`src/rtl/screen_router.sv`:
```
// Screen state machine for the race game: MENU / READY / RACING / FINISHED.
// Per-player finish/move detection feeds a lowest-index winner select and a hold timer.

module screen_router_lane #(
    parameter int POS_WIDTH = 7,
    parameter int MAX_POS   = 109
) (
    input  logic [POS_WIDTH-1:0] pos,
    output logic                 finished,
    output logic                 moved
);
    // Values beyond the finish line still count as finished.
    assign finished = (pos >= POS_WIDTH'(MAX_POS));
    assign moved    = (pos != '0);
endmodule

module screen_router #(
    parameter  int NUM_PLAYERS = 4,
    parameter  int POS_WIDTH   = 7,
    parameter  int MAX_POS     = 109,
    parameter  int HOLD_CYCLES = 25_000_000,
    localparam int ID_WIDTH    = (NUM_PLAYERS > 1) ? $clog2(NUM_PLAYERS) : 1
) (
    input  logic                           clk,
    input  logic                           reset,
    input  logic [NUM_PLAYERS*POS_WIDTH-1:0] cur_pos,
    input  logic                           is_in_menu,
    output logic [1:0]                     current_screen,
    output logic [ID_WIDTH-1:0]            winner_id,
    output logic                           winner_valid,
    output logic                           screen_changed,
    output logic                           hold_done
);
    localparam int HC_W = $clog2(HOLD_CYCLES + 1);
    localparam logic [HC_W-1:0] HOLD_MAX  = HC_W'(HOLD_CYCLES);
    localparam logic [HC_W-1:0] HOLD_LAST = HC_W'(HOLD_CYCLES - 1);

    typedef enum logic [1:0] {
        S_MENU     = 2'b00,
        S_RACING   = 2'b01,
        S_FINISHED = 2'b10,
        S_READY    = 2'b11
    } screen_t;

    screen_t state, nxt;
    logic [HC_W-1:0] hold_cnt;

    logic [NUM_PLAYERS-1:0][POS_WIDTH-1:0] pos_arr;
    logic [NUM_PLAYERS-1:0]                fin_vec;
    logic [NUM_PLAYERS-1:0]                mov_vec;
    logic                                  any_finished;
    logic                                  any_moved;
    logic [ID_WIDTH-1:0]                   first_fin;

    assign pos_arr = cur_pos;

    genvar g;
    generate
        for (g = 0; g < NUM_PLAYERS; g++) begin : g_lane
            screen_router_lane #(
                .POS_WIDTH (POS_WIDTH),
                .MAX_POS   (MAX_POS)
            ) u_lane (
                .pos      (pos_arr[g]),
                .finished (fin_vec[g]),
                .moved    (mov_vec[g])
            );
        end
    endgenerate

    assign any_finished = |fin_vec;
    assign any_moved    = |mov_vec;

    // Scan high to low so the lowest finishing index wins ties.
    always_comb begin
        first_fin = '0;
        for (int i = NUM_PLAYERS - 1; i >= 0; i--) begin
            if (fin_vec[i]) first_fin = ID_WIDTH'(i);
        end
    end

    always_comb begin
        nxt = state;
        case (state)
            S_MENU: begin
                if (!is_in_menu) nxt = S_READY;
            end
            S_READY: begin
                if (is_in_menu)        nxt = S_MENU;
                else if (any_finished) nxt = S_FINISHED;
                else if (any_moved)    nxt = S_RACING;
            end
            S_RACING: begin
                if (is_in_menu)        nxt = S_MENU;
                else if (any_finished) nxt = S_FINISHED;
            end
            S_FINISHED: begin
                // Menu requests before the hold expires are dropped, not remembered.
                if (hold_done && is_in_menu) nxt = S_MENU;
            end
            default: nxt = S_MENU;
        endcase
    end

    always_ff @(posedge clk) begin
        if (reset) begin
            state          <= S_MENU;
            winner_id      <= '0;
            winner_valid   <= 1'b0;
            screen_changed <= 1'b0;
            hold_done      <= 1'b0;
            hold_cnt       <= '0;
        end else begin
            state          <= nxt;
            screen_changed <= (nxt != state);
            winner_valid   <= (nxt == S_FINISHED);
            if (nxt == S_FINISHED) begin
                if (state != S_FINISHED) begin
                    winner_id <= first_fin;
                    hold_cnt  <= '0;
                    hold_done <= 1'b0;
                end else begin
                    if (hold_cnt != HOLD_MAX) hold_cnt <= hold_cnt + 1'b1;
                    hold_done <= (hold_cnt >= HOLD_LAST);
                end
            end else begin
                hold_cnt  <= '0;
                hold_done <= 1'b0;
                if (nxt == S_MENU) winner_id <= '0;
            end
        end
    end

    assign current_screen = state;

endmodule

```
`config.mk`:
```
export PLATFORM = sky130hd
export DESIGN_NAME = screen_router
export DESIGN_NICKNAME = d
export VERILOG_FILES = /design/src/rtl/screen_router.sv
export SDC_FILE = /design/constraint.sdc
export NUM_CORES = 1
export LEC_CHECK = 0
export CORE_MARGIN = 2
export CORE_UTILIZATION = 24
export CTS_BUF_LIST = sky130_fd_sc_hd__clkbuf_8
export DETAILED_ROUTE_END_ITERATION = 8
export GPL_TIMING_DRIVEN = 0
export PLACE_DENSITY = 0.51
export SLEW_MARGIN = 20
export SYNTH_ARGS = -nofsm -noshare
export SYNTH_HDL_FRONTEND = slang
export SYNTH_SLANG_ARGS = --single-unit
export TNS_END_PERCENT = 20
```
`constraint.sdc`:
```
create_clock -name clk -period 2.2 [get_ports clk]
set_input_delay 0.33 -clock clk [delete_from_list [all_inputs] [get_ports clk]]
set_output_delay 0.33 -clock clk [all_outputs]
set_load 0.01 [all_outputs]
```
; Yosys cells after proc, flatten, opt, wreduce, memory -nomap -nowiden
; Index checks and enable logic that the tools add are counted.
[word_totals]
latch_bits = 0
mem_bits_rw = 0
mem_count = 0
regBits = 32
in_bits = 31
elab_cells = 48
out_inout_bits = 7
romBits = 0
[op_classes]
n_reduce_logical = 12
eq_ne = 8
n_addsub = 1
n_bitwise = 1
order_cmp = 5
n_div = 0
shifts = 0
mux = 15
multipliers = 0
[op_table]
columns = operator, count
row1 = $ge A7 B7 Y1 const B, 4
row2 = $mux W2, 14
row3 = $reduce_bool A7 Y1, 4
row4 = $add A25 B1 Y25 const B, 1
row5 = $ge A25 B25 Y1 const B, 1
row6 = $ne A25 B25 Y1 const B, 1
row7 = $pmux W2 S4, 1
row8 = $reduce_or A4 Y1, 2
row9 = $eq A2 B2 Y1 const B, 3
row10 = $logic_not A2 Y1, 2
row11 = $reduce_or A3 Y1, 1
row12 = $eq A2 B1 Y1 const B, 1
row13 = $ne A2 B1 Y1 const B, 1
row14 = $ne A2 B2 Y1, 1
row15 = $ne A2 B2 Y1 const B, 1
row16 = $reduce_and A2 Y1, 1
row17 = $reduce_bool A2 Y1, 1
row18 = $logic_and A1 B1 Y1, 1
row19 = $not A1 Y1, 1

; Depth between registers and ports, before layout
[depth]
ltp_word = 9
ltp_mapped = 7
mapped_depth_nobuf = 6

; Cells and area by module
; Synthesis repeated with hierarchy kept, for this count alone.
[hier_totals]
hier_cells = 207
area_unflattened_um2 = 1695.4
[modules_own_cells]
columns = mod, area_each_um2, seq_area_each_um2, cells_each, instances
row1 = screen_router, 1580.3, 640.6, 183, 1
row2 = screen_router_lane, 28.8, 0.0, 6, 4

; Worst setup path before layout
; No wires, ideal clock.
[synth_path]
path_type = register to register
startpoint = register hold_cnt[6]
endpoint = register hold_cnt[22]
path_slack_ps = 632
path_buffers = 2
path_stages_with_launch = 7
required_time_ps = 2079
arrival_ps = 1447
setup_time_ps = 121
period_less_slack_ps = 1568
cell_sequence = dfxtp_1 > buf_2 > and3_1 > nand3_1 > buf_2 > nor4_1 > mux2_2
[synth_between]
elab_chain_len = 1
elab_cells_between_ends = 2
classes_between = 1 x add/sub / 1 x eq/ne
[synth_lines]
columns = item, line_no
row1 = "start, declared", 46  ; logic [HC_W-1:0] hold_cnt;
row2 = "start signal, assigned", 123  ; if (hold_cnt != HOLD_MAX) hold_cnt <= hold_cnt + 1'b1;
row3 = $add A25 B1 Y25 or $ne A25 B25 Y1 (tied branches), 123
; Parallel ways exist; a longest one is shown, timed or not.
; A chain may end at the register's enable or synchronous reset.

; Worst setup path in the final report
[layout_path]
startpoint = register hold_cnt[6]
endpoint = register hold_cnt[18]
; Same word-level chain as after synthesis.

==> flow_summary.toml <==
[timing]
report.final.setup_viol = 0
fin_crit_sh = 0.831
worst_slew_pin_tran_ps = 514
slew_headroom = 0.654
hold_viol_final = 0
post_route_clock_skew_ps = 4.19
post-route-min-period_ps = 1830
setup_tns_ps = 0
fmaxAchievable_mhz = 547
final-max-slew-violation-count = 0
rsz0062_at_grt = "no"

[critical_path]
timing.critical_path.cells = "buf_2 > and3_1 > nand3_1 > buf_2 > clkbuf_1 > nor3_1 > mux2i_1"
worst_ep_arrival_time_ps = 2050
worst_path_most_repeated_cell = "sky130_fd_sc_hd__buf_2"
worst_path_largest_cell_delay_ps = 310
critPathMaxFanout = 10
crit_required_ps = 2420
worst_setup_path_end_kind = "register"
critPathLaunchType = "register"
critical-path-top-delay-family = "buffers and inverters"
critical_path.slowest_cell = "sky130_fd_sc_hd__dfxtp_1"
worst-path-buf-inv = 3
critPathKind = "reg -> reg"

[cells_and_area]
areaGrowthSynthToFinish_pct = 31.8
final_util = 0.332
final_common_cell = "sky130_fd_sc_hd__clkdlybuf4s50_1"
diode_insertion_count_for_antenna_repair = 0
mostFrequentLayoutCells = "37 x sky130_fd_sc_hd__clkdlybuf4s50_1, 32 x sky130_fd_sc_hd__dfxtp_1, 29 x sky130_fd_sc_hd__nand2_1"
number_of_nets_in_the_final_layout = 307
drive_above_1_share = 0.0836
final_cell_area_um2 = 2430
instances_no_fill = 374

[detailed_routing]
detail_routed_net_length_per_standard_cell_um = 12.9
routed_wirelength_um = 4840
detail_route.vias_per_cell = 4.83
number_of_drc_violations_after_detailed_routing = 0
drt_pass1_iterations = 4
drt.antenna.violating_nets = 0
drt-initial-drc-count = 85
vias = 1806

[cts]
ctsResizeCount = 0
clk_pin_slew_worst_paths_ps = 70
tritoncts = "built"
cts.path.max_buffers = 2
holdBufCountCts = 0
numClockSinks = 32
root_buffer = "sky130_fd_sc_hd__clkbuf_8"
number_of_h_tree_levels = 2
clock_latency_late_sink_ps = 290
postCtsSetupBuffers = 0
cts_inserted_buffers = 5

[yosys]
yosys.cell_types.count = 46
post-synth-top-area-cell = "sky130_fd_sc_hd__dfxtp_1"
synthesis.instances = 230
synth_sequential_area_ratio = 0.347
number_of_enable_flip_flop_cells_after_synthesis = 0
post_synth.cell_area_avg_um2 = 8.02
mappedNetlistArea_um2 = 1850
postSynth.asyncResetShare = 0
synth.ff_latch_count = 32
postSynth.topFlopCell = "sky130_fd_sc_hd__dfxtp_1"
synth_fp_nets = 263
synth_top_area_share = 0.347
synth.area.top_cells = "sky130_fd_sc_hd__dfxtp_1 35%, sky130_fd_sc_hd__nand2_1 5.9%, sky130_fd_sc_hd__mux2i_1 4.9%"
synth-warning-count = 0

[place]
place.detailed.hpwl_um = 3800
routabilityCongestion = 0.812
placed_cells = 366
postPlaceCellArea_um2 = 2340
port_buffers = 37

[global_route]
global_route_wire_length_before_repair_um = 8260
vias_in_the_first_global_route = 1745
grt.overflow.total = 0
largest_net_degree_at_the_start_of_global_routing = 11
antenna_found_initial = 0
grt_util_all_layers = 0.123

[power]
total_power_mw = 1.22
static-leakage-power_nw = 0.766
worst_ir_drop_vdd_mv = 0.267
power.density_nw_per_um2 = 500

[floorplanning]
die_width_um = 91.7
placementRows = 31
overall_die_area_um2 = 8410
floorplan.die.height_um = 91.7
placeableCoreArea_um2 = 7330
boundaryPins = 38
initial_utilization = 0.252

[status]
status = "completed"

[min_path]
hold_path.class = "reg -> reg"

[flow_run]
cap_viol_max_count = 0
[routing by layer]
metal / vias to the layer above / track usage / routed length [um] / share of wire
met5: - / 0 / 0 / 0
li1: 941 / - / - / -
met4: 0 / 0.0672 / 165 / 0.034
met2: 20 / 0.210 / 2450 / 0.51
met1: 834 / 0.150 / 2160 / 0.45
met3: 11 / 0.0173 / 65 / 0.013
[worst min-delay path, delay by kind of cell, from the launching register on]
| kind | cells | cell delay, ps |
|---|---|---|
| AO/OA/AOI/OAI | 2 | 120 |
| flip-flops | 1 | 320 |
[cells in the mapped netlist (all sizes together) (2+ instances only)]
library cell,count
a21oi,14
and2,3
and3,5
and4,2
buf,6
clkbuf,5
dfxtp,32
ha,2
inv,11
mux2i,9
nand2,29
nand3,9
nand4,8
nor2,17
nor3,8
nor4,14
o211ai,5
o21a,2
o21ai,5
o2bb2ai,2
o31ai,4
or3,11
or3b,2
or4,4
xnor2,3
xor2,4
[through the flow]
stage          setup WS (ps)  hold slack, ps
2_1_floorplan            632             399
3_3_place_gp            71.5             472
3_5_place_dp            51.9             484
4_1_cts                  351             494
5_1_grt                  216             516
6_report                 371             490
[cell type report]
| class | count | area [um^2] |
|---|---|---|
| flip-flops and latches | 32 | 641 |
| clock buffers | 6 | 82.6 |
| repair buffers | 37 | 370 |
| multi-input cells | 176 | 1100 |
| plain buffers | 11 | 61.3 |
| fillers | 761 | 4900 |
| inverters | 11 | 41.3 |
| well taps | 99 | 124 |
| clock inverters | 2 | 10.0 |
[final timing paths]
check	from	endpoint	slack (ps)	depth (start not counted)
worst max-delay path	hold_cnt[6]	hold_cnt[18]	370	7
worst min-delay path	hold_cnt[14]	hold_cnt[14]	490	2
worst max register to register	hold_cnt[6]	hold_cnt[18]	370	7
worst min register to register	hold_cnt[14]	hold_cnt[14]	490	2
[report_power, final]
part	switching [mW]	total (mW)	internal, mW
clock network	0.225	0.475	0.249
logic	0.0599	0.146	0.0861
registers	0.00747	0.595	0.588
total	0.293	1.22	0.923
[logic make-up after synthesis]
group	after synthesis	synth area share
flip-flops	32	0.347
adder cells (fa/ha/maj)	2	0.0136
XOR/XNOR	7	0.0332
AND/OR/NAND/NOR	116	0.345
AO/OA/AOI/OAI	41	0.151
buffers and inverters	22	0.0556
multiplexers	10	0.0549
[sequential cells by signal (all words and copies together) (netlist names)]
| register | count |
|---|---|
| hold_done | 1 |
| winner_valid | 1 |
| screen_changed | 1 |
| hold_cnt | 25 |
| current_screen | 2 |
| winner_id | 2 |
No activity file was read; power rests on OpenSTA's default activity.
==> edit 1, RTL diff (same settings) <==
The parameter `HOLD_CYCLES` goes from 25_000_000 to 6_250_000.
--- a/src/rtl/screen_router.sv
+++ b/src/rtl/screen_router.sv
@@ -19,5 +19,5 @@
     parameter  int POS_WIDTH   = 7,
     parameter  int MAX_POS     = 109,
-    parameter  int HOLD_CYCLES = 25_000_000,
+    parameter  int HOLD_CYCLES = 6_250_000,
     localparam int ID_WIDTH    = (NUM_PLAYERS > 1) ? $clog2(NUM_PLAYERS) : 1
 ) (
Check against the original RTL: same outputs for any inputs over 10 cycles, from zero or initial values and one cycle with reset high; that may be too few to reach the edited logic, so the function may still have changed.
==> edit 1 against the unedited design <==
Global-route usage down 1.5 points; setup slack worse by 0.075 ns; count of clock-buffer cells in the layout unchanged; highest routed layer unchanged; cell area down 14%; routed wire length down 26%; synthesized cell count down 22%; sequential cell count down 2; synthesized area down 17%; hold slack worse by 0.025 ns; total power down 4.8%; clock power down 3%.
==> edit 1: results (changes against the unedited design) <==
* Synthesized area per cell at 8.54 sq um (was 8.02 sq um)
* Worst skew pair latency at 0.28 ns
* Slowest cell delay on critical path at 0.44 ns (was 0.31 ns)
* RePlAce Congestion at 0.796 (was 0.812)
* Crit-path slowest cell: dfxtp_1 (unchanged)
* Clock root buffer: clkbuf_8 (unchanged)
* Most frequent cells after synthesis: dfxtp_1, nor2_1, nand2_1, xor2_1, nand3_1 (was dfxtp_1, nand2_1, nor2_1, nor4_1, a21oi_1)
* Number of setup violations in the final report at 0 (unchanged)
* Slew headroom at 52.7% (was 65.4%)
* Distinct cells, synth at 40 (was 46)
* ANT cells at 0 (unchanged)
* Max VDD drop at 0.204 mV (was 0.267 mV)
* Sequential fraction of the synthesis area at 39.3% (was 34.7%)
* Required time of the critical path at 2.40 ns (was 2.42 ns)
* Cts repair resizes at 0 (unchanged)
* Max reg flops at 23 (was 25)
* Initial antenna violation count at 0 (unchanged)
* Fillers at 647 (was 761)
* First-pass GRT wire length at 6.27 mm (was 8.26 mm)
* Status: complete, no violations (unchanged)
* Postcts setup bufs at 0 (unchanged)
* Layout cells sized above 1 at 8.48% (was 8.36%)
* Drt pass-1 iters at 4 (unchanged)
* Clk pin slew, worst setup/hold paths at 0.07 ns (about the same)
* Final-stage net count at 256 (was 307)
* Htree depth at 2 (unchanged)
* Ys Warns at 0 (unchanged)
* Total Routing Usage GR at 10.8% (was 12.3%)
* Vias in the first global route at 1328 (was 1745)
* Mapped Area at 1530 sq um (was 1850 sq um)
* Max FO, Critical Path at 7 (was 10)
* Pleak at 0.723 nW (was 0.766 nW)
* CTS Buf Count at 5 (unchanged)
* Placed cells at 293 (was 366)
* Crit-path leading delay family: simple AND/OR/NAND/NOR gates (was buffers and inverters)
* Post-Layout Cell Count at 301 (was 374)
* Syn nets at 212 (was 263)
* Vias/cell at 4.55 (was 4.83)
* Top reg by flops: hold_cnt (unchanged)
* Post-synth top flop: dfxtp_1 (unchanged)
* CTS Buffer Depth at 2 (unchanged)
* Final Hold Viols at 0 (unchanged)
* Clock skew at 0.00681 ns (was 0.00419 ns)
* Worst Hold Class: flop to flop (unchanged)
* Worst R2R Setup Slack at 0.30 ns (was 0.37 ns)
* DP HPWL at 2.69 mm (was 3.80 mm)
* Asr flop ratio synth at 0% (unchanged)
* Number of port buffers at 37 (unchanged)
* Largest net degree at the start of global routing at 11 (unchanged)
* Wire per inst at 11.9 um (was 12.9 um)
* 1st-iter DRT viols at 68 (was 85)
* Synth top area cells: dfxtp_1, xor2_1, nor2_1 (was dfxtp_1, nand2_1, mux2i_1)
==> edit 1: cell type report <==
class	instances	area share, %
multi-input combinational	141	42.8
sequential	30	28.7
timing repair buffer	37	17.7
tap	77	4.61
clock buffer	6	3.95
buffer	4	0.898
inverter	4	0.718
clock inverter	2	0.598
==> edit 1: cells by family after synthesis <==
family | synth area share, %
flops | 39.3
compound gates | 12.8
xor+xnor | 11.5
fa+ha+maj | 1.64
simple gates | 31.3
buf+inv | 2.21
mux | 1.31
==> edit 1: power by group <==
| group | leakage (nW) | total [W] | switching, W | internal (W) |
|---|---|---|---|---|
| logic | 0.433 | 0.000141 | 0.0000537 | 0.0000868 |
| clock network | 0.0472 | 0.000460 | 0.000209 | 0.000251 |
| registers | 0.243 | 0.000557 | 0.00000666 | 0.000551 |
| total | 0.723 | 0.00116 | 0.000269 | 0.000888 |
==> edit 1: worst reg2reg max path, cell delays in order, from the launching register on <==
cell	delay, ns
dfxtp_1	0.44
ha_1	0.25
nand3_1	0.21
nor3_2	0.44
and4_1	0.29
o21bai_1	0.07
a31oi_1	0.12
==> edit 1: path summary, 6_finish.rpt <==
| check | from | endpoint | cells after the start |
|---|---|---|---|
| worst max-delay path | hold_cnt[0]$_SDFFE_PP0P_ | hold_cnt[20]$_SDFFE_PP0P_ | 6 |
| worst min-delay path | winner_id[0]$_SDFFE_PP0P_ | winner_id[0]$_SDFFE_PP0P_ | 2 |
| worst max register to register | hold_cnt[0]$_SDFFE_PP0P_ | hold_cnt[20]$_SDFFE_PP0P_ | 6 |
| worst min register to register | winner_id[0]$_SDFFE_PP0P_ | winner_id[0]$_SDFFE_PP0P_ | 2 |
==> edit 1: metrics by stage <==
| step | instance area, sq um | hold WS [ns] | worst slack, ns |
|---|---|---|---|
| after floorplan | 1530 | 0.407 | 0.630 |
| after global placement | 2000 | 0.451 | 0.150 |
| after detailed placement | 2000 | 0.450 | 0.145 |
| after CTS | 2090 | 0.464 | 0.257 |
| after global routing | 2090 | 0.487 | 0.0741 |
| final | 2090 | 0.465 | 0.295 |
==> edit 1: layer usage <==
metal,global-route usage (%),share of wire [%]
met3,3.86,7.5
met4,3.52,1.3
met2,15.6,38
met5,0,0
met1,15.0,53
==> edit 2, RTL diff (config.mk and constraints unchanged) <==
Without the edit above. Register the inputs `cur_pos` and `is_in_menu` before use. The logic sees them one clock later.
--- a/src/rtl/screen_router.sv
+++ b/src/rtl/screen_router.sv
@@ -43,4 +43,12 @@
     } screen_t;
 
+    logic [NUM_PLAYERS*POS_WIDTH-1:0] cur_pos_q;
+    logic is_in_menu_q;
+
+    always_ff @(posedge clk) begin
+        cur_pos_q    <= cur_pos;
+        is_in_menu_q <= is_in_menu;
+    end
+
     screen_t state, nxt;
     logic [HC_W-1:0] hold_cnt;
@@ -53,5 +61,5 @@
     logic [ID_WIDTH-1:0]                   first_fin;
 
-    assign pos_arr = cur_pos;
+    assign pos_arr = cur_pos_q;
 
     genvar g;
@@ -84,18 +92,18 @@
         case (state)
             S_MENU: begin
-                if (!is_in_menu) nxt = S_READY;
+                if (!is_in_menu_q) nxt = S_READY;
             end
             S_READY: begin
-                if (is_in_menu)        nxt = S_MENU;
+                if (is_in_menu_q)        nxt = S_MENU;
                 else if (any_finished) nxt = S_FINISHED;
                 else if (any_moved)    nxt = S_RACING;
             end
             S_RACING: begin
-                if (is_in_menu)        nxt = S_MENU;
+                if (is_in_menu_q)        nxt = S_MENU;
                 else if (any_finished) nxt = S_FINISHED;
             end
             S_FINISHED: begin
                 // Menu requests before the hold expires are dropped, not remembered.
-                if (hold_done && is_in_menu) nxt = S_MENU;
+                if (hold_done && is_in_menu_q) nxt = S_MENU;
             end
             default: nxt = S_MENU;
Formal check against the unedited RTL: not equivalent (a bounded check fails within 4 cycles, from zero or initial values and one cycle with reset high).
==> edit 2 against the unedited design <==
Synthesized area is 21% higher; combinational power is 18% lower; routed wire length decreased by 0.95%; setup slack improved by 0.013 ns; total power up 84%; core utilization is 1.0 points lower; sequential cell count increased by 29; cell area grew 20%.
==> edit 2: results (changes against the unedited design) <==
* Status: complete, no violations (unchanged)
* DP HPWL at 3.49 mm (was 3.80 mm)
* Placed Instance Area at 2740 sq um (was 2340 sq um)
* Vias/cell at 4.42 (was 4.83)
* Worst skew pair latency at 0.34 ns (was 0.29 ns)
* Slew @ Worst Pin at 0.501 ns (was 0.514 ns)
* Max VDD drop at 0.273 mV (was 0.267 mV)
* Max FO, Critical Path at 4 (was 10)
* Post-Layout Cell Count at 393 (was 374)
* Worst Hold Class: input pin to flop (was flop to flop)
* Placed cells at 377 (was 366)
* First-pass GRT wire length at 8.03 mm (was 8.26 mm)
* Cell count of the worst reg-to-reg path at 5 (was 7)
* Sequential power share at 51.8% (was 48.9%)
* Fillers at 956 (was 761)
* Wire per inst at 12.2 um (was 12.9 um)
* Worst R2R Start: hold_cnt[8]$_SDFFE_PP0P_ (was hold_cnt[6]$_SDFFE_PP0P_)
* WP data arrival at 2.03 ns (was 2.05 ns)
* Comb pwr at 0.000119 W (was 0.000146 W)
* Post-synthesis compound-gate area fraction at 9.43% (was 15.1%)
* Distinct cells, synth at 42 (was 46)
* Htree depth at 3 (was 2)
* Worst R2R End: hold_cnt[1]$_SDFFE_PP0P_ (was hold_cnt[18]$_SDFFE_PP0P_)
* Pleak at 1.02 nW (was 0.766 nW)
* DP Worst Slack at 0.148 ns (was 0.0519 ns)
* Most frequent cells after synthesis: dfxtp_1, nor2_1, nand2_1, a21oi_1 (was dfxtp_1, nand2_1, nor2_1, nor4_1, a21oi_1)
* Comb power frac at 5.3% (was 12.0%)
* Final-stage net count at 310 (was 307)
[edit 2: changes by cell type after synthesis, sizes merged, moves of 3 or more]
| cell | change |
|---|---|
| nor2 | +10 |
| xnor2 | +8 |
| and3 | -4 |
| xor2 | +3 |
| o21ai | +3 |
| nor4 | -7 |
| dfxtp | +29 |
| or3 | -5 |
| o31ai | -3 |
| nand2 | -15 |
| buf | -5 |
| mux2i | -8 |
[edit 2: routing by layer]
metal	GRT usage [%]	wire length, um
met1	12.9	2410
met2	15.8	2040
met3	3.69	258
met4	4.11	85
met5	0	0
[edit 2: final cells by class]
type / count / area, sq um / share of cell area, %
Multi-Input combinational cell: 153 / 951 / 32.5
Buffer: 4 / 16.3 / 0.555
Inverter: 11 / 41.3 / 1.41
Timing Repair Buffer: 37 / 370 / 12.6
Tap cell: 111 / 139 / 4.74
Clock buffer: 9 / 124 / 4.23
Clock inverter: 7 / 67.6 / 2.31
Sequential cell: 61 / 1220 / 41.7
[edit 2: worst max-delay path by stage]
stage,from,end,cells after the start
2_1_floorplan,hold_cnt[8]$_SDFFE_PP0P_,hold_cnt[1]$_SDFFE_PP0P_,5
5_1_grt,hold_cnt[7]$_SDFFE_PP0P_,hold_cnt[24]$_SDFFE_PP0P_,5
3_3_place_gp,reset,hold_cnt[19]$_SDFFE_PP0P_,5
6_report,hold_cnt[8]$_SDFFE_PP0P_,hold_cnt[1]$_SDFFE_PP0P_,5
4_1_cts,hold_cnt[7]$_SDFFE_PP0P_,hold_cnt[24]$_SDFFE_PP0P_,5
3_5_place_dp,reset,hold_cnt[23]$_SDFFE_PP0P_,5
[edit 2: critical path, stage by stage, from the launching register on]
cell and delay (ns):
dfxtp_1 0.34, or3_1 0.41, or4_4 0.45, nor3_4 0.24, mux2i_1 0.21, nor2_1 0.05
